===== src/rtl/simon_pkg.sv =====
// Shared constants, FSM encoding and z-sequence helper for the Simon128/128
// round-key scheduler.
//   SIMON_ROUNDS : number of round keys generated and streamed (68)
//   SIMON_WORD   : key-word width (64)
//   SIMON_Z2     : z2 constant sequence, consumed LSB-first
//   SIMON_ZLEN   : period of the z sequence (62)
package simon_pkg;

    localparam int SIMON_ROUNDS = 68;
    localparam int SIMON_WORD   = 64;
    localparam logic [63:0] SIMON_Z2 = 64'h7369f885192c0ef5;
    localparam int SIMON_ZLEN   = 62;

    localparam int SIMON_IDX_W = $clog2(SIMON_ROUNDS);
    localparam logic [SIMON_IDX_W-1:0] SIMON_LAST = SIMON_IDX_W'(SIMON_ROUNDS - 1);

    typedef enum logic [1:0] {
        ST_EMPTY  = 2'd0,
        ST_EXPAND = 2'd1,
        ST_READY  = 2'd2
    } ks_state_e;

    // z2 bit for expansion step i; i only reaches 65, so a single
    // conditional subtract is enough to wrap modulo the sequence period.
    function automatic logic z2_bit(input logic [SIMON_IDX_W-1:0] i);
        logic [SIMON_IDX_W-1:0] j;
        j = (i >= SIMON_IDX_W'(SIMON_ZLEN)) ? (i - SIMON_IDX_W'(SIMON_ZLEN)) : i;
        return SIMON_Z2[j[5:0]];
    endfunction

endpackage


===== src/rtl/simon_ks_step.sv =====
// One Simon128/128 key-expansion step (purely combinational):
//   k_i2 = ~k_i ^ 3 ^ zbit ^ ROTR(k_i1,3) ^ ROTR(k_i1,4)
// Ports:
//   k_i   : key word k[i]
//   k_i1  : key word k[i+1]
//   zbit  : z2 sequence bit for step i
//   k_i2  : resulting key word k[i+2]
module simon_ks_step
    import simon_pkg::*;
(
    input  logic [SIMON_WORD-1:0] k_i,
    input  logic [SIMON_WORD-1:0] k_i1,
    input  logic                  zbit,
    output logic [SIMON_WORD-1:0] k_i2
);

    logic [SIMON_WORD-1:0] rot3;
    logic [SIMON_WORD-1:0] rot4;

    assign rot3 = {k_i1[2:0], k_i1[SIMON_WORD-1:3]};
    assign rot4 = {k_i1[3:0], k_i1[SIMON_WORD-1:4]};

    assign k_i2 = ~k_i ^ SIMON_WORD'(3) ^ {{(SIMON_WORD-1){1'b0}}, zbit} ^ rot3 ^ rot4;

endmodule


===== src/rtl/simon_key_sched.sv =====
// Round-key generator and buffer for the Simon128/128 iterative core.
// key_load captures a 128-bit master key and expands it into 68 round keys
// (one per cycle); start then streams one key per clock in forward (encrypt)
// or reverse (decrypt) order, aligned with the core's round counter.
// Ports:
//   clk, rst   : clock, synchronous active-high reset
//   zeroize    : (only with SIMON_KS_ZEROIZE_EN) wipe buffer and shadows
//   key_load   : capture key_in ([63:0]=k0, [127:64]=k1) and expand
//   key_ready  : all round keys valid in the buffer
//   start      : begin streaming (shared with the core's load pulse)
//   encNdec    : sampled at start; 1 = forward order, 0 = reverse order
//   round_key  : key for the current core round (0 when idle)
//   key_valid  : round_key carries a streamed key
//   rnd_last   : round_key is the final key of the stream
// Optional build macro: SIMON_KS_ZEROIZE_EN adds the zeroize input.
module simon_key_sched
    import simon_pkg::*;
(
    input  logic                    clk,
    input  logic                    rst,
`ifdef SIMON_KS_ZEROIZE_EN
    input  logic                    zeroize,
`endif
    input  logic                    key_load,
    input  logic [2*SIMON_WORD-1:0] key_in,
    output logic                    key_ready,
    input  logic                    start,
    input  logic                    encNdec,
    output logic [SIMON_WORD-1:0]   round_key,
    output logic                    key_valid,
    output logic                    rnd_last
);

    ks_state_e state_q, state_d;

    // Round-key buffer and expansion shadows: deliberately not reset.
    logic [SIMON_WORD-1:0]  mem_q [SIMON_ROUNDS];
    logic [SIMON_WORD-1:0]  ka_q, kb_q, k_new;

    logic [SIMON_IDX_W-1:0] wptr_q, wptr_d;
    logic [SIMON_IDX_W-1:0] idx_q, idx_d;
    logic [SIMON_IDX_W-1:0] rcnt_q, rcnt_d;
    logic                   streaming_q, streaming_d;
    logic                   dir_q, dir_d;
    logic                   start_ok;
    logic [SIMON_IDX_W-1:0] zidx;

    // Expansion step i writes mem[i+2], so the z index trails wptr by two.
    assign zidx = wptr_q - SIMON_IDX_W'(2);

    simon_ks_step u_step (
        .k_i  (ka_q),
        .k_i1 (kb_q),
        .zbit (z2_bit(zidx)),
        .k_i2 (k_new)
    );

    // key_load wins over a coincident start.
    assign start_ok = start && !key_load && (state_q == ST_READY);

    always_comb begin
        state_d = state_q;
        wptr_d  = wptr_q;
        case (state_q)
            ST_EXPAND: begin
                wptr_d = wptr_q + SIMON_IDX_W'(1);
                if (wptr_q == SIMON_LAST) begin
                    state_d = ST_READY;
                end
            end
            default: ;
        endcase
        if (key_load) begin
            state_d = ST_EXPAND;
            wptr_d  = SIMON_IDX_W'(2);
        end
`ifdef SIMON_KS_ZEROIZE_EN
        if (zeroize) begin
            state_d = ST_EMPTY;
            wptr_d  = '0;
        end
`endif
    end

    always_comb begin
        streaming_d = streaming_q;
        idx_d       = idx_q;
        rcnt_d      = rcnt_q;
        dir_d       = dir_q;
        if (streaming_q) begin
            idx_d  = dir_q ? (idx_q + SIMON_IDX_W'(1)) : (idx_q - SIMON_IDX_W'(1));
            rcnt_d = rcnt_q + SIMON_IDX_W'(1);
            if (rcnt_q == SIMON_LAST) begin
                // Park the pointers in range once the stream is over.
                streaming_d = 1'b0;
                idx_d       = '0;
                rcnt_d      = '0;
            end
        end
        if (start_ok) begin
            streaming_d = 1'b1;
            idx_d       = encNdec ? '0 : SIMON_LAST;
            rcnt_d      = '0;
            dir_d       = encNdec;
        end
        if (key_load) begin
            streaming_d = 1'b0;
            idx_d       = '0;
            rcnt_d      = '0;
        end
`ifdef SIMON_KS_ZEROIZE_EN
        if (zeroize) begin
            streaming_d = 1'b0;
            idx_d       = '0;
            rcnt_d      = '0;
        end
`endif
    end

    always_ff @(posedge clk) begin
        if (rst) begin
            state_q     <= ST_EMPTY;
            wptr_q      <= '0;
            idx_q       <= '0;
            rcnt_q      <= '0;
            streaming_q <= 1'b0;
            dir_q       <= 1'b0;
        end else begin
            state_q     <= state_d;
            wptr_q      <= wptr_d;
            idx_q       <= idx_d;
            rcnt_q      <= rcnt_d;
            streaming_q <= streaming_d;
            dir_q       <= dir_d;
        end
    end

    always_ff @(posedge clk) begin
`ifdef SIMON_KS_ZEROIZE_EN
        if (zeroize) begin
            for (int i = 0; i < SIMON_ROUNDS; i++) begin
                mem_q[i] <= '0;
            end
            ka_q <= '0;
            kb_q <= '0;
        end else
`endif
        if (key_load) begin
            mem_q[0] <= key_in[SIMON_WORD-1:0];
            mem_q[1] <= key_in[2*SIMON_WORD-1:SIMON_WORD];
            ka_q     <= key_in[SIMON_WORD-1:0];
            kb_q     <= key_in[2*SIMON_WORD-1:SIMON_WORD];
        end else if (state_q == ST_EXPAND && !rst) begin
            mem_q[wptr_q] <= k_new;
            ka_q          <= kb_q;
            kb_q          <= k_new;
        end
    end

    assign key_ready = (state_q == ST_READY);
    assign key_valid = streaming_q;
    assign rnd_last  = streaming_q && (rcnt_q == SIMON_LAST);
    assign round_key = streaming_q ? mem_q[idx_q] : '0;

endmodule


===== config.mk =====
export PLATFORM = sky130hd
export DESIGN_NAME = simon_key_sched
export DESIGN_NICKNAME = d
export VERILOG_FILES = /design/src/rtl/simon_pkg.sv /design/src/rtl/simon_ks_step.sv /design/src/rtl/simon_key_sched.sv
export SDC_FILE = /design/constraint.sdc
export NUM_CORES = 2
export LEC_CHECK = 0
export CAP_MARGIN = 10
export CORE_ASPECT_RATIO = 1.75
export CORE_MARGIN = 10
export CORE_UTILIZATION = 35
export DETAILED_ROUTE_END_ITERATION = 10
export PLACE_DENSITY_LB_ADDON = 0.3
export SLEW_MARGIN = 20
export SYNTH_ARGS = -nofsm -noshare
export SYNTH_HDL_FRONTEND = slang
export SYNTH_HIERARCHICAL = 1
export SYNTH_MEMORY_MAX_BITS = 65536
export SYNTH_SLANG_ARGS = --single-unit

===== constraint.sdc =====
create_clock -name clk -period 7.68 [get_ports clk]
set_input_delay 1.536 -clock clk [delete_from_list [all_inputs] [get_ports clk]]
set_output_delay 1.536 -clock clk [all_outputs]
set_load 0.03 [all_outputs]

======== After elaboration in Yosys (flattened, before gate mapping) ========
Memories as Yosys holds them, arrays and structs flattened. A register that Yosys moved wholly into a read port is not among the register bits.
Index checks and enable logic that the tools add are counted.
W data, S select, Z words.
word-level totals
  word-level logic and storage cells ...... 75
  output and inout bits ................... 67
  memories ................................ 2
  ROM bits ................................ 64
  bits of input ports ..................... 133
  flip-flop bits (word level) ............. 153
  RAM bits ................................ 4352
operators by class
  $add $sub $neg .......................... 6
  $lt $le $gt $ge ......................... 2
  equal/unequal tests ..................... 4
  reduce and logical (&&, ||, !) cells .... 15
  mux-type cells .......................... 31
  bitwise gates (word level) .............. 5
memory list
  name              depth  width  rd ports  clocked after memory_dff  wr ports  line                   source
  mem_q             68     64     1         1                         2         simon_key_sched.sv:37  logic [SIMON_WORD-1:0] mem_q [SIMON_ROUNDS];
  (name not given)  64     1      1         0                         0         simon_pkg.sv:28        return SIMON_Z2[j[5:0]];
operators with widths
  operator               count
  $mux W64               6
  $xor A64 B64 Y64       2
  $not A64 Y64           1
  $reduce_or A64 Y1      1
  $xor A64 B1 Y64        1
  $mux W7                9
  $add A7 B1 Y7 const B  3
  $eq A7 B7 Y1 const B   2
  $mux W1                13
  $reduce_bool A2 Y1     4
  $ge A7 B6 Y1 const B   1
  $lt A6 B7 Y1 const B   1
  $sub A7 B1 Y7 const B  1
  $sub A7 B2 Y7 const B  1
  $mux W6                1
  $sub A6 B6 Y6 const B  1
  $logic_and A1 B1 Y1    4
  $mux W2                2
  $reduce_and A2 Y1      2
  $reduce_or A3 Y1       1
  $eq A2 B1 Y1 const B   1
  $eq A2 B2 Y1 const B   1
  $logic_not A1 Y1       2
  $not A2 Y2             1
  $reduce_or A2 Y1       1

======== Longest topological paths before layout ========
  depth after elaboration ................. 10
  mapped depth ............................ 19
  mapped depth without buffers ............ 16

======== Cells and area by module ========
The synthesis kept the hierarchy.
modules (own cells, without submodules)
  module           instances  area each (um^2)  seq. area each (um^2)  cells an instance
  simon_key_sched  1          173441.3          135169.6               7038
  simon_ks_step    1          1129.8            0.0                    129

======== Worst setup path after synthesis ========
No wires, ideal clock.
  kind .................................... input to register
  from .................................... input rst
  to ...................................... register ka_q[0], enable pin
  stages .................................. 1
  path slack .............................. -0.401 ns
  library setup time ...................... 0.642 ns
  data required time ...................... 7.038 ns
  buffers on the path ..................... 0
  data arrival time ....................... 7.439 ns
  path through ............................ o21bai_1
between the ends
  longest elaborated chain between the ends .. 3
RTL lines
  element                       line                    source
  start: declaration            simon_key_sched.sv:20   input logic rst,
  $logic_not A1 Y1              simon_key_sched.sv:153  end else if (state_q == ST_EXPAND && !rst) begin
  $logic_and A1 B1 Y1           simon_key_sched.sv:153
  $reduce_bool A2 Y1 (no line)  n/a
  end signal: assignment        simon_key_sched.sv:151  ka_q <= key_in[SIMON_WORD-1:0];
  end signal: assignment        simon_key_sched.sv:155  ka_q <= kb_q;
  end: declaration              simon_key_sched.sv:38   logic [SIMON_WORD-1:0] ka_q, kb_q, k_new;
No other way between the ends.
A chain may end at the register's enable or synchronous reset.

==> impl_results.rst <==
.. list-table::
   :header-rows: 1

   * - Metric
     - Value
   * - Result of the run
     - finished, final reports clean
   * - Multiplexer fraction of the synthesized cell area
     - 19.0%
   * - Met1 Track Usage GR
     - 21.8%
   * - Clock tree skew after final layout
     - 70.6 ps
   * - Post-DRT Antenna Nets
     - 0
   * - Number of failing hold endpoints at the final stage
     - 0
   * - Number of max-cap violations
     - 0
   * - Synthesized cell area
     - 0.175 mm²
   * - Post-route core utilization
     - 40.4%
   * - Portion of total power attributed to sequential cells
     - 55.9%
   * - Combinational group share of total power
     - 10.2%
   * - Power, Total
     - 57100 µW
   * - CTS hold repair buffers
     - 0
   * - Post-Layout Inst Area
     - 0.201 mm²
   * - Die extent in y
     - 954 µm
   * - Area growth syn-to-layout
     - 15.1%
   * - Vias in the first global route
     - 85500
   * - Part of the power in the clock network
     - 33.9%
   * - Slowest stage cell, crit path
     - sky130_fd_sc_hd__dfxtp_4
   * - Switching component of the power
     - 14100 µW
   * - TritonCTS clock tree
     - yes
   * - Mean Syn Cell Area
     - 24.4 µm²
   * - Switching part of the total power
     - 24.6%
   * - GRT met2 Usage
     - 32.3%
   * - Flip-flop and latch count after synthesis
     - 4512
   * - Compound-cell area share of the yosys netlist
     - 1.08%
   * - Measured slew at the worst slew-check pin
     - 1170 ps
   * - Final routed wirelength across all metal layers
     - 479 mm
   * - Syn. warnings
     - 6
   * - Synth cell types
     - 54
   * - Filler Cell Count
     - 42900
   * - Primary FF master, synth
     - sky130_fd_sc_hd__edfxtp_1
   * - Dominant combinational cell family by area after synthesis
     - multiplexers
   * - Gr usage total
     - 17.7%
   * - Data required time of the worst path
     - 6140 ps
   * - Buffer depth of the longest clock path
     - 4
   * - Headroom to the max-slew limit
     - 22.1%
   * - Wire length of the first global-routing pass
     - 675 mm
   * - Grt total ovfl
     - 0
   * - Number of flops mapped to enable cells by yosys
     - 4480
   * - DR WL/cell
     - 32.8 µm
   * - Critical path peak fanout
     - 37
   * - Tcrit/Tclk final
     - 92.2%
   * - Initial Utilization
     - 35.1%
   * - Total Negative Setup Slacks
     - 0 ps
   * - RSZ-0062 raised after global routing
     - false
   * - Total Die Area
     - 0.529 mm²
   * - Flop-to-flop setup slack
     - 1810 ps
   * - Crit-path leading delay family
     - buffers and inverters
   * - Fin nets
     - 7924
   * - Area of the placeable core
     - 0.498 mm²
   * - Sequential cell area
     - 0.135 mm²
   * - Gpl congestion
     - 0.770
   * - Yosys top cell area share
     - 77.1%
   * - Placement row count
     - 343
   * - Maximum vdd drop
     - 239 µV
   * - Clock latency at the later pin of the worst-skew pair
     - 980 ps
   * - Number of port buffers
     - 199
   * - Min Clock Period, post-route
     - 7080 ps
   * - Number of H-tree branching levels
     - 5
   * - Cells taking the most area after synthesis
     - sky130_fd_sc_hd__edfxtp_1 77%, sky130_fd_sc_hd__mux4_2 17%, sky130_fd_sc_hd__mux2_2 1.7%
   * - Starting DRC count in detailed routing
     - 8573
   * - Drt pass-1 iters
     - 6
   * - Final Non-Filler Cells
     - 14600
   * - Final setup fails
     - 0
   * - Async set-or-reset flop fraction in the synthesized netlist
     - 0%
   * - DRC violation count after routing
     - 0
   * - Synthesized Nets
     - 7316
   * - Element type at the critical path end
     - primary output
   * - Fraction of final layout cells sized beyond drive strength 1
     - 33.6%
   * - Total via count in the routed design
     - 81000
   * - Number of placed instances, taps included
     - 14000
   * - Critical path, cell by cell
     - buf_12, buf_4, mux4_2, mux4_2, a22oi_1, nand2_1, a22o_1, clkdlybuf4s50_1
   * - CTS Root Cell
     - sky130_fd_sc_hd__clkbuf_16
   * - Post-Synthesis Cells
     - 7167
   * - Type of origin of the critical path
     - flop
   * - Pin count of the biggest net entering global routing
     - 95
   * - Crit path top cell by count
     - sky130_fd_sc_hd__mux4_2
   * - Reported leakage power
     - 0.0596 µW
   * - Buffer count from post-CTS setup fixing
     - 0
   * - Top Ports
     - 200
   * - Max-slew violation total from the final report
     - 0
   * - DP HPWL
     - 284 mm
   * - Critical Path Max Stage Delay
     - 810 ps
   * - Instance area at placement
     - 0.189 mm²
   * - Post-synthesis share of cell area spent on xor and xnor gates
     - 0.763%
   * - Library cell with the largest summed area after synthesis
     - sky130_fd_sc_hd__edfxtp_1
   * - Initial antenna violation count
     - 42
   * - Total area of multi-input combinational cells
     - 0.0387 mm²
   * - Number of clock buffers inserted by TritonCTS
     - 374
   * - Crit path arrival time
     - 5540 ps
   * - Total of cells resized after clock tree synthesis
     - 0
   * - Sequential area share after synthesis
     - 77.4%
   * - Chip Width
     - 554 µm
   * - GR peak layer
     - met2
   * - Clock sink total
     - 4512
   * - Simple-Gate Fraction of Synth Area
     - 0.616%
   * - Number of buffers and inverters on the critical path
     - 3
   * - Classification of the worst setup path
     - reg -> out
   * - Synthesized-area fraction occupied by adder cells
     - 0.119%
   * - Highest attainable clock frequency
     - 141 MHz
   * - Worst hold-check path type
     - reg -> reg
   * - Met3 track demand over resource
     - 2.49%
   * - P per Cell Area
     - 284 mW/mm²
   * - Clock-pin slew reported for the worst setup and hold paths after clock tree synthesis
     - 70 ps
   * - Number of vias per cell
     - 5.53
   * - Internal power
     - 43000 µW
==> worst paths after layout <==
path                            startpoint            end  depth (start not counted)
worst max-delay path                  flop  round_key[32]                          8
worst min-delay path                 dir_q          dir_q                          2
worst min register to register       dir_q          dir_q                          2
worst max register to register   wptr_q[1]    mem_q[0][0]                         16
==> layout make-up <==
cell class	count	share of cell area, %
multi-input cells	2266	19.3
flip-flops and latches	4512	67.3
diodes	10	0.0125
clock inverters	222	1.13
well taps	6555	4.08
clock buffers	450	4.88
repair buffers	612	3.33
inverters	9	0.0168
==> worst register-to-register path, stage by stage (launching register included) <==
cell                       delay [ps]
sky130_fd_sc_hd__dfxtp_1          610
sky130_fd_sc_hd__inv_1            290
sky130_fd_sc_hd__ha_1             590
sky130_fd_sc_hd__nor4bb_1         140
sky130_fd_sc_hd__o311ai_1         570
sky130_fd_sc_hd__o211a_1          420
sky130_fd_sc_hd__xnor2_1          230
sky130_fd_sc_hd__ha_1             360
sky130_fd_sc_hd__xor2_1           170
sky130_fd_sc_hd__or4_1            420
sky130_fd_sc_hd__nand4_1          130
sky130_fd_sc_hd__o22a_1           160
sky130_fd_sc_hd__o22a_1           340
sky130_fd_sc_hd__xor2_1           270
sky130_fd_sc_hd__xnor2_2          140
sky130_fd_sc_hd__buf_4            620
sky130_fd_sc_hd__mux2_2           310
==> placed cells by master, fill, tap and decap left out, types with 4 or more instances in the layout <==
master                            synthesis  layout
sky130_fd_sc_hd__nand2_1                 93      91
sky130_fd_sc_hd__clkinv_2                 0      71
sky130_fd_sc_hd__edfxtp_1              4480    4480
sky130_fd_sc_hd__o21ai_0                  4       4
sky130_fd_sc_hd__clkdlybuf4s50_1          0     198
sky130_fd_sc_hd__bufinv_16                0      38
sky130_fd_sc_hd__xnor2_1                 78      14
sky130_fd_sc_hd__mux4_2                1344    1344
sky130_fd_sc_hd__inv_1                    9       9
sky130_fd_sc_hd__inv_6                    0       8
sky130_fd_sc_hd__nor2_1                 110      42
sky130_fd_sc_hd__diode_2                  0      10
sky130_fd_sc_hd__clkinv_8                 0       5
sky130_fd_sc_hd__dfxtp_4                  0       4
sky130_fd_sc_hd__mux2_2                 256     256
sky130_fd_sc_hd__a21oi_1                 14      14
sky130_fd_sc_hd__clkinv_4                 0       4
sky130_fd_sc_hd__clkbuf_1               212      67
sky130_fd_sc_hd__a22o_1                  64      64
sky130_fd_sc_hd__nor2b_1                  9       7
sky130_fd_sc_hd__nor3_1                   6       6
sky130_fd_sc_hd__nor2_4                   0      68
sky130_fd_sc_hd__buf_12                   0     128
sky130_fd_sc_hd__a22oi_1                132     132
sky130_fd_sc_hd__xor2_1                  74      74
sky130_fd_sc_hd__nand3_1                 10      10
sky130_fd_sc_hd__dfxtp_1                 32      28
sky130_fd_sc_hd__clkbuf_16                0     381
sky130_fd_sc_hd__nand4_1                  8       8
sky130_fd_sc_hd__ha_1                    15      15
sky130_fd_sc_hd__buf_4                   17     285
sky130_fd_sc_hd__xnor2_2                  0      62
sky130_fd_sc_hd__clkinv_1                 0      61
sky130_fd_sc_hd__clkinvlp_4               0      28
==> Yosys cell counts, types with 3 or more instances <==
cell type,number
sky130_fd_sc_hd__buf_1,40
sky130_fd_sc_hd__ha_1,15
sky130_fd_sc_hd__o21bai_1,3
sky130_fd_sc_hd__xor2_1,74
sky130_fd_sc_hd__mux2_2,256
sky130_fd_sc_hd__mux2i_1,3
sky130_fd_sc_hd__buf_4,17
sky130_fd_sc_hd__inv_1,9
sky130_fd_sc_hd__mux4_2,1344
sky130_fd_sc_hd__buf_6,10
sky130_fd_sc_hd__dfxtp_1,32
sky130_fd_sc_hd__edfxtp_1,4480
sky130_fd_sc_hd__buf_2,101
sky130_fd_sc_hd__nand3_1,10
sky130_fd_sc_hd__nor2_1,110
sky130_fd_sc_hd__and2_1,3
sky130_fd_sc_hd__xnor2_1,78
sky130_fd_sc_hd__nor3_1,6
sky130_fd_sc_hd__o21ai_0,4
sky130_fd_sc_hd__clkbuf_1,212
sky130_fd_sc_hd__a22o_1,64
sky130_fd_sc_hd__or3_1,3
sky130_fd_sc_hd__nand2b_1,5
sky130_fd_sc_hd__nand4_1,8
sky130_fd_sc_hd__a21oi_1,14
sky130_fd_sc_hd__a22oi_1,132
sky130_fd_sc_hd__nor2b_1,9
sky130_fd_sc_hd__nand2_1,93
==> registers in the layout (all words and copies together) (netlist names), 2 cells and up, named ones only <==
signal / count
idx_q: 7
ka_q: 64
kb_q: 64
mem_q: 4352
rcnt_q: 7
state_q: 2
wptr_q: 7
==> power groups by stage <==
stage | Sequential, µW | Clock (µW) | Combinational [µW]
floorplan | 32700 | 0 | 2760
global placement | 32400 | 0 | 5440
detailed placement | 32500 | 0 | 5900
CTS | 31900 | 19700 | 5880
global route | 31900 | 20600 | 6360
finish | 31900 | 19400 | 5820
==> cells by family (layout without fill, tap and decap cells) <==
kind of cell | Yosys count | count (layout)
buf+inv | 389 | 1293
fa+ha+maj | 16 | 16
simple gates | 255 | 255
xor+xnor | 152 | 152
other cells | 0 | 10
flops | 4512 | 4512
compound gates | 240 | 240
mux | 1603 | 1603
==> layer usage <==
layer  share of wire (%)  wire, µm  vias to the layer above
met1                  38    180000                    45100
met3                 5.8     28000                      723
li1                    -         -                    32100
met4                 3.1     14600                       50
met5               0.067       322                        -
met2                  54    257000                     2969
==> per-stage QoR <==
stage / hold WS [ps] / worst slack (ps)
after detailed placement: 519 / 1500
final: 537 / 600
after CTS: 529 / 455
after global routing: 561 / 399
after global placement: 499 / 1500
after floorplan: 473 / 1650
(Power assumes the default switching activity.)
